===== config.mk =====
export PLATFORM = sky130hd
export DESIGN_NAME = truth_table_sweeper_flat
export DESIGN_NICKNAME = d
export VERILOG_FILES = /design/src/rtl/truth_table_sweeper_if.sv /design/src/rtl/truth_table_sweeper.sv /design/src/flat_wrapper.sv
export SDC_FILE = /design/constraint.sdc
export NUM_CORES = 1
export LEC_CHECK = 0
export BUFFER_PORTS_ARGS = -buffer_cell sky130_fd_sc_hd__buf_2
export CAP_MARGIN = 20
export CORE_ASPECT_RATIO = 1.2
export CORE_MARGIN = 4
export CORE_UTILIZATION = 25
export CTS_BUF_LIST = sky130_fd_sc_hd__clkbuf_8
export DETAILED_ROUTE_END_ITERATION = 8
export HOLD_SLACK_MARGIN = 0.15
export PLACE_DENSITY_LB_ADDON = 0.05
export SLEW_MARGIN = 5
export SYNTH_ARGS = -nofsm -noshare
export SYNTH_HDL_FRONTEND = slang
export SYNTH_SLANG_ARGS = --single-unit

===== constraint.sdc =====
create_clock -name clk -period 1.75 [get_ports clk]
set_input_delay 0.35 -clock clk [delete_from_list [all_inputs] [get_ports clk]]
set_output_delay 0.35 -clock clk [all_outputs]
set_load 0.02 [all_outputs]

===== src/rtl/truth_table_sweeper_if.sv =====
// Bus between the truth-table sweeper and its controller / experiment circuit.
// The master side drives start, golden table and the experiment output f.
interface truth_table_sweeper_if;
  logic        start_i;
  logic [15:0] expected_i;
  logic        f_i;
  logic [3:0]  n_o;
  logic        busy_o;
  logic        done_o;
  logic        pass_o;
  logic [15:0] table_o;
  logic [4:0]  mismatch_cnt_o;

  modport master (
    output start_i, expected_i, f_i,
    input  n_o, busy_o, done_o, pass_o, table_o, mismatch_cnt_o
  );

  modport slave (
    input  start_i, expected_i, f_i,
    output n_o, busy_o, done_o, pass_o, table_o, mismatch_cnt_o
  );
endinterface


===== src/rtl/truth_table_sweeper.sv =====
// Steps a 4-bit vector 0..15 with DWELL clocks per value, captures f and compares to a golden table.
// Optional: SWEEP_STOP_ON_FAIL_EN ends the sweep at the first mismatching vector.
module truth_table_sweeper #(
  parameter int unsigned DWELL = 10
) (
  input  logic                  clk,
  input  logic                  rst,
  truth_table_sweeper_if.slave  sw_if
);

  localparam int unsigned NW    = 4;
  localparam int unsigned TW    = 16;
  localparam int unsigned MW    = 5;
  localparam int unsigned CNT_W = (DWELL > 1) ? $clog2(DWELL) : 1;
  localparam logic [CNT_W-1:0] CNT_LAST = CNT_W'(DWELL - 1);

  typedef enum logic [1:0] {
    ST_IDLE   = 2'd0,
    ST_SWEEP  = 2'd1,
    ST_FINISH = 2'd2
  } state_e;

  state_e           state_q, state_d;
  logic [CNT_W-1:0] cnt_q,   cnt_d;
  logic [NW-1:0]    n_q,     n_d;
  logic             busy_q,  busy_d;
  logic             done_q,  done_d;
  logic             pass_q,  pass_d;
  logic [TW-1:0]    table_q, table_d;
  logic [MW-1:0]    mis_q,   mis_d;
  logic [TW-1:0]    exp_q,   exp_d;
  logic             miss_c;

  always_ff @(posedge clk or posedge rst) begin
    if (rst) begin
      state_q <= ST_IDLE;
      cnt_q   <= '0;
      n_q     <= '0;
      busy_q  <= 1'b0;
      done_q  <= 1'b0;
      pass_q  <= 1'b0;
      table_q <= '0;
      mis_q   <= '0;
      exp_q   <= '0;
    end else begin
      state_q <= state_d;
      cnt_q   <= cnt_d;
      n_q     <= n_d;
      busy_q  <= busy_d;
      done_q  <= done_d;
      pass_q  <= pass_d;
      table_q <= table_d;
      mis_q   <= mis_d;
      exp_q   <= exp_d;
    end
  end

  assign miss_c = (sw_if.f_i != exp_q[n_q]);

  always_comb begin
    state_d = state_q;
    cnt_d   = cnt_q;
    n_d     = n_q;
    busy_d  = busy_q;
    done_d  = 1'b0;
    pass_d  = pass_q;
    table_d = table_q;
    mis_d   = mis_q;
    exp_d   = exp_q;

    unique case (state_q)
      ST_IDLE: begin
        if (sw_if.start_i) begin
          exp_d   = sw_if.expected_i;
          n_d     = '0;
          table_d = '0;
          mis_d   = '0;
          cnt_d   = '0;
          busy_d  = 1'b1;
          state_d = ST_SWEEP;
        end
      end

      ST_SWEEP: begin
        if (cnt_q == CNT_LAST) begin
          // Sample on the last dwell clock; n only moves on this boundary.
          cnt_d          = '0;
          table_d[n_q]   = sw_if.f_i;
          if (miss_c) mis_d = mis_q + MW'(1);
`ifdef SWEEP_STOP_ON_FAIL_EN
          if (miss_c || (n_q == NW'(15))) state_d = ST_FINISH;
          else                            n_d     = n_q + NW'(1);
`else
          if (n_q == NW'(15)) state_d = ST_FINISH;
          else                n_d     = n_q + NW'(1);
`endif
        end else begin
          cnt_d = cnt_q + CNT_W'(1);
        end
      end

      ST_FINISH: begin
        done_d  = 1'b1;
        pass_d  = (mis_q == '0);
        n_d     = '0;
        busy_d  = 1'b0;
        state_d = ST_IDLE;
      end

      default: state_d = ST_IDLE;
    endcase
  end

  assign sw_if.n_o            = n_q;
  assign sw_if.busy_o         = busy_q;
  assign sw_if.done_o         = done_q;
  assign sw_if.pass_o         = pass_q;
  assign sw_if.table_o        = table_q;
  assign sw_if.mismatch_cnt_o = mis_q;

endmodule

===== src/flat_wrapper.sv =====
// flat-port wrapper written by rule: the top's interface ports become plain ports
module truth_table_sweeper_flat 
#(
  parameter int unsigned DWELL = 10
)
  (clk, rst, sw_if_start_i, sw_if_expected_i, sw_if_f_i, sw_if_n_o, sw_if_busy_o, sw_if_done_o, sw_if_pass_o, sw_if_table_o, sw_if_mismatch_cnt_o);
  truth_table_sweeper_if sw_if_i ();
  input  logic clk;
  input  logic rst;
  input wire logic [$bits(sw_if_i.start_i)-1:0] sw_if_start_i;
  input wire logic [$bits(sw_if_i.expected_i)-1:0] sw_if_expected_i;
  input wire logic [$bits(sw_if_i.f_i)-1:0] sw_if_f_i;
  output wire logic [$bits(sw_if_i.n_o)-1:0] sw_if_n_o;
  output wire logic [$bits(sw_if_i.busy_o)-1:0] sw_if_busy_o;
  output wire logic [$bits(sw_if_i.done_o)-1:0] sw_if_done_o;
  output wire logic [$bits(sw_if_i.pass_o)-1:0] sw_if_pass_o;
  output wire logic [$bits(sw_if_i.table_o)-1:0] sw_if_table_o;
  output wire logic [$bits(sw_if_i.mismatch_cnt_o)-1:0] sw_if_mismatch_cnt_o;
  assign sw_if_i.start_i = sw_if_start_i;
  assign sw_if_i.expected_i = sw_if_expected_i;
  assign sw_if_i.f_i = sw_if_f_i;
  assign sw_if_n_o = sw_if_i.n_o;
  assign sw_if_busy_o = sw_if_i.busy_o;
  assign sw_if_done_o = sw_if_i.done_o;
  assign sw_if_pass_o = sw_if_i.pass_o;
  assign sw_if_table_o = sw_if_i.table_o;
  assign sw_if_mismatch_cnt_o = sw_if_i.mismatch_cnt_o;
  truth_table_sweeper #(.DWELL(DWELL)) u_core (.clk(clk), .rst(rst), .sw_if(sw_if_i));
endmodule

==> key figures <==
STA
  – Worst-Margin Slew: 0.339 ns
  – Max-slew violations: 0
  – Hold_ws: 0.257 ns
  – Setup ws final: -0.106 ns
  – Tcrit/Tclk final: 106%
  – Normalized max-slew margin: 77.3%
  – Setup Viol. Count Final: 5
  – Tmin final: 1.86 ns
  – RSZ-0062 raised after global routing: yes
  – Final hold violations: 0
  – Skew final: 0.00819 ns
  – Max Freq: 0.539 GHz

Power and ir drop
  – PD cells: 635 mW/mm^2
  – P_leak: 1.53 nW
  – Peak VDD IR: 0.318 mV
  – Total power: 0.00213 W

Die
  – Die area: 0.0118 mm^2
  – IO Pins: 48
  – Die width: 99.9 um
  – Core Box Area: 0.00996 mm^2
  – Die H: 118 um
  – Cell Rows: 40
  – Starting density of the core: 25.5%

Logic synthesis
  – Post-synth top flop: dfrtp_1
  – Ys async rst share: 100%
  – Post-synthesis sequential area ratio: 49.4%
  – Synth area leaders: dfrtp_1 (49%), mux2_2 (7.6%), o21ai_0 (7.5%), ha_1 (3.9%), a21oi_1 (3.6%)
  – Synth Area per Inst: 10.4 um^2
  – Area leader, netlist: dfrtp_1
  – EDFF count, synth: 0
  – Mapped cell area: 0.00253 mm^2
  – Synth top area share: 49.4%
  – Count of cell types in the netlist: 46
  – Synthesized flop and latch total: 50
  – Ys Warns: 0
  – Synthesized net count: 271
  – Cells after Synth: 243

Clock network
  – Clock Path Buffers: 2
  – Clk slew on worst S/H paths: 0.10 ns
  – Clk_lat worst skew: 0.31 ns
  – CTS tree: built
  – Root Buffer: clkbuf_8
  – CTS Buf Count: 5
  – H-tree Lvls: 2
  – CTS Sinks: 50

Run status
  – Failing checks: setup timing
  – Status: finished with violations

Placed design
  – IO buf count: 47
  – Final RePlAce weighted congestion: 0.779
  – Dpl hpwl: 5530 um

Finish
  – Filler cells: 1051
  – Post-Route Utilization: 33.7%
  – Post-layout nets: 344
  – Diodes inserted: 0
  – Share of cells above drive strength 1: 42.0%
  – Area grow syn2layout: 32.3%

Setup path
  – Critical Path Start Type: register
  – R2R Setup Slk: -0.11 ns
  – CP Cell Sequence: mux4_2, a22oi_2, nand3_1, a211oi_1, o22ai_1
  – Worst r2r src: u_core.sw_if.n_o[0]
  – Worst-path fanout max: 5
  – CP Data Required Time: 1.94 ns
  – Crit. End Element: register
  – Reg-to-reg endpoint: u_core.sw_if.mismatch_cnt_o[2]
  – R2R depth: 5
  – CP max stage delay: 0.54 ns
  – WP data arrival: 2.05 ns
  – Critical-path top delay cell: mux4_2
  – Crit path kind: register to register

Global routing
  – GRT Residual Overflow: 0
  – Global-route wire length before repair: 11800 um
  – Initial antenna violation count: 0
  – Total track usage: 12.8%
  – Vias in the first global route: 2089
  – Pin count of the biggest net entering global routing: 27

Drt
  – Via count: 2106
  – # DRC: 0
  – Final WL: 7360 um
  – Vias per Instance: 4.75
  – Initial drt markers: 75
  – Post-DR wirelength/cell: 16.6 um
  – Number of nets with antenna violations after routing: 0
  – Drt pass-1 iters: 4

Worst hold path
  – Origin of the worst min-delay path: sw_if_expected_i[2]
  – Hold path endpoint: u_core.exp_q[2]
  – Hold depth: 2
  – Hold WC Path Type: primary input to register

Job
  – Max_cap viols: 0
## metrics by stage
step                      TNS [ns]  cells  worst slack [ns]  area (um^2)
after global routing         -1.47    443            -0.222         3350
after detailed placement    -0.360    428           -0.0901         3080
after CTS                   -0.518    437            -0.123         3180
after global placement      -0.200    428           -0.0636         3080
after floorplan             -0.606    243            -0.171         2540
final                       -0.343    443            -0.106         3350
## power breakdown
part | switching [W] | internal, W
Clock | 0.000403 | 0.000268
Combinational | 0.000125 | 0.0000933
Sequential | 0.0000399 | 0.00120
## worst max path at each step
stage / startpoint / end / slack [ns]
2_1_floorplan: u_core.cnt_q[1] / u_core.sw_if.mismatch_cnt_o[2] / -0.17
3_3_place_gp: u_core.sw_if.n_o[0] / u_core.sw_if.mismatch_cnt_o[1] / -0.06
3_5_place_dp: u_core.sw_if.n_o[0] / u_core.sw_if.mismatch_cnt_o[1] / -0.09
4_1_cts: u_core.sw_if.n_o[0] / u_core.sw_if.mismatch_cnt_o[4] / -0.12
5_1_grt: u_core.sw_if.n_o[0] / u_core.sw_if.mismatch_cnt_o[4] / -0.22
6_report: u_core.sw_if.n_o[0] / u_core.sw_if.mismatch_cnt_o[2] / -0.11
## cells by family after synthesis
kind of cell             Yosys count  share of synthesized area, %
AND/OR/NAND/NOR                   56                          11.5
AO/OA/AOI/OAI                     80                          18.6
adder cells (fa/ha/maj)            8                          3.95
buffers and inverters             26                          4.79
flip-flops                        50                          49.4
multiplexers                      23                          11.9
## synthesized netlist by cell type (2+ instances only)
| cell type | instances |
|---|---|
| a21oi_1 | 18 |
| clkbuf_1 | 8 |
| mux2_2 | 17 |
| nor2b_1 | 4 |
| mux4_2 | 4 |
| ha_1 | 8 |
| nand4_1 | 2 |
| nor2_1 | 11 |
| nand2_1 | 12 |
| dfrtp_1 | 50 |
| mux2i_1 | 2 |
| nand2b_1 | 7 |
| buf_2 | 4 |
| a22oi_2 | 2 |
| o22ai_1 | 4 |
| buf_6 | 2 |
| inv_1 | 11 |
| o21bai_1 | 2 |
| a31oi_1 | 2 |
| nand3_1 | 10 |
| o21ai_0 | 38 |
## registers in the layout, indices dropped and copies added (netlist names)
name	count
u_core.state_q	2
u_core.cnt_q	4
u_core.exp_q	16
u_core.sw_if.mismatch_cnt_o	5
u_core.sw_if.done_o	1
u_core.sw_if.table_o	16
u_core.sw_if.busy_o	1
u_core.sw_if.n_o	4
u_core.sw_if.pass_o	1
## worst max-delay path: cells and delay by family, from the launching register on
kind               cells  cell delay [ns]
muxes                  1             0.54
and+or+nand+nor        1             0.16
DFF                    1             0.45
AOI/OAI and AO/OA      3             0.59
## layout make-up
cell class / count / area (um^2) / area share (%)
clock buffer: 5 / 68.8 / 2.05
clock inverter: 3 / 11.3 / 0.336
inverter: 11 / 41.3 / 1.23
multi-input combinational: 167 / 1260 / 37.6
sequential: 50 / 1250 / 37.4
tap: 126 / 158 / 4.70
timing repair buffer: 81 / 562 / 16.8
## cell usage in the layout (no fill, tap or decap), drive strengths merged, types with 2 or more instances in the layout
cell type and n:
a21oi 18, a22oi 3, a31oi 2, and3 2
buf 79, clkbuf 6, dfrtp 50, ha 8
inv 14, mux2 17, mux2i 2, mux4 4
nand2 12, nand2b 7, nand3 10, nand4 2
nor2 11, nor2b 4, o21ai 39, o21bai 2
o22ai 4, or2 2
## what timing repair did
action | CTS | global route
gates cloned | 0 | 2
buffers inserted | 0 | 4
endpoints found under the hold margin | 11 | 0
setup endpoints to repair | 6 | 24
hold buffers | 1 | 0
resized for setup | 2 | 46
pin swaps | 0 | 11
## metal layers
layer  up-vias  GRT usage (%)  wire (um)
met5         -              0          0
met4         0           4.27        130
met3         7           3.31        351
met2        41           21.0       3730
met1      1035           16.2       3150
li1       1023              -          -
Note: power is estimated with default switching activity, not from simulation.
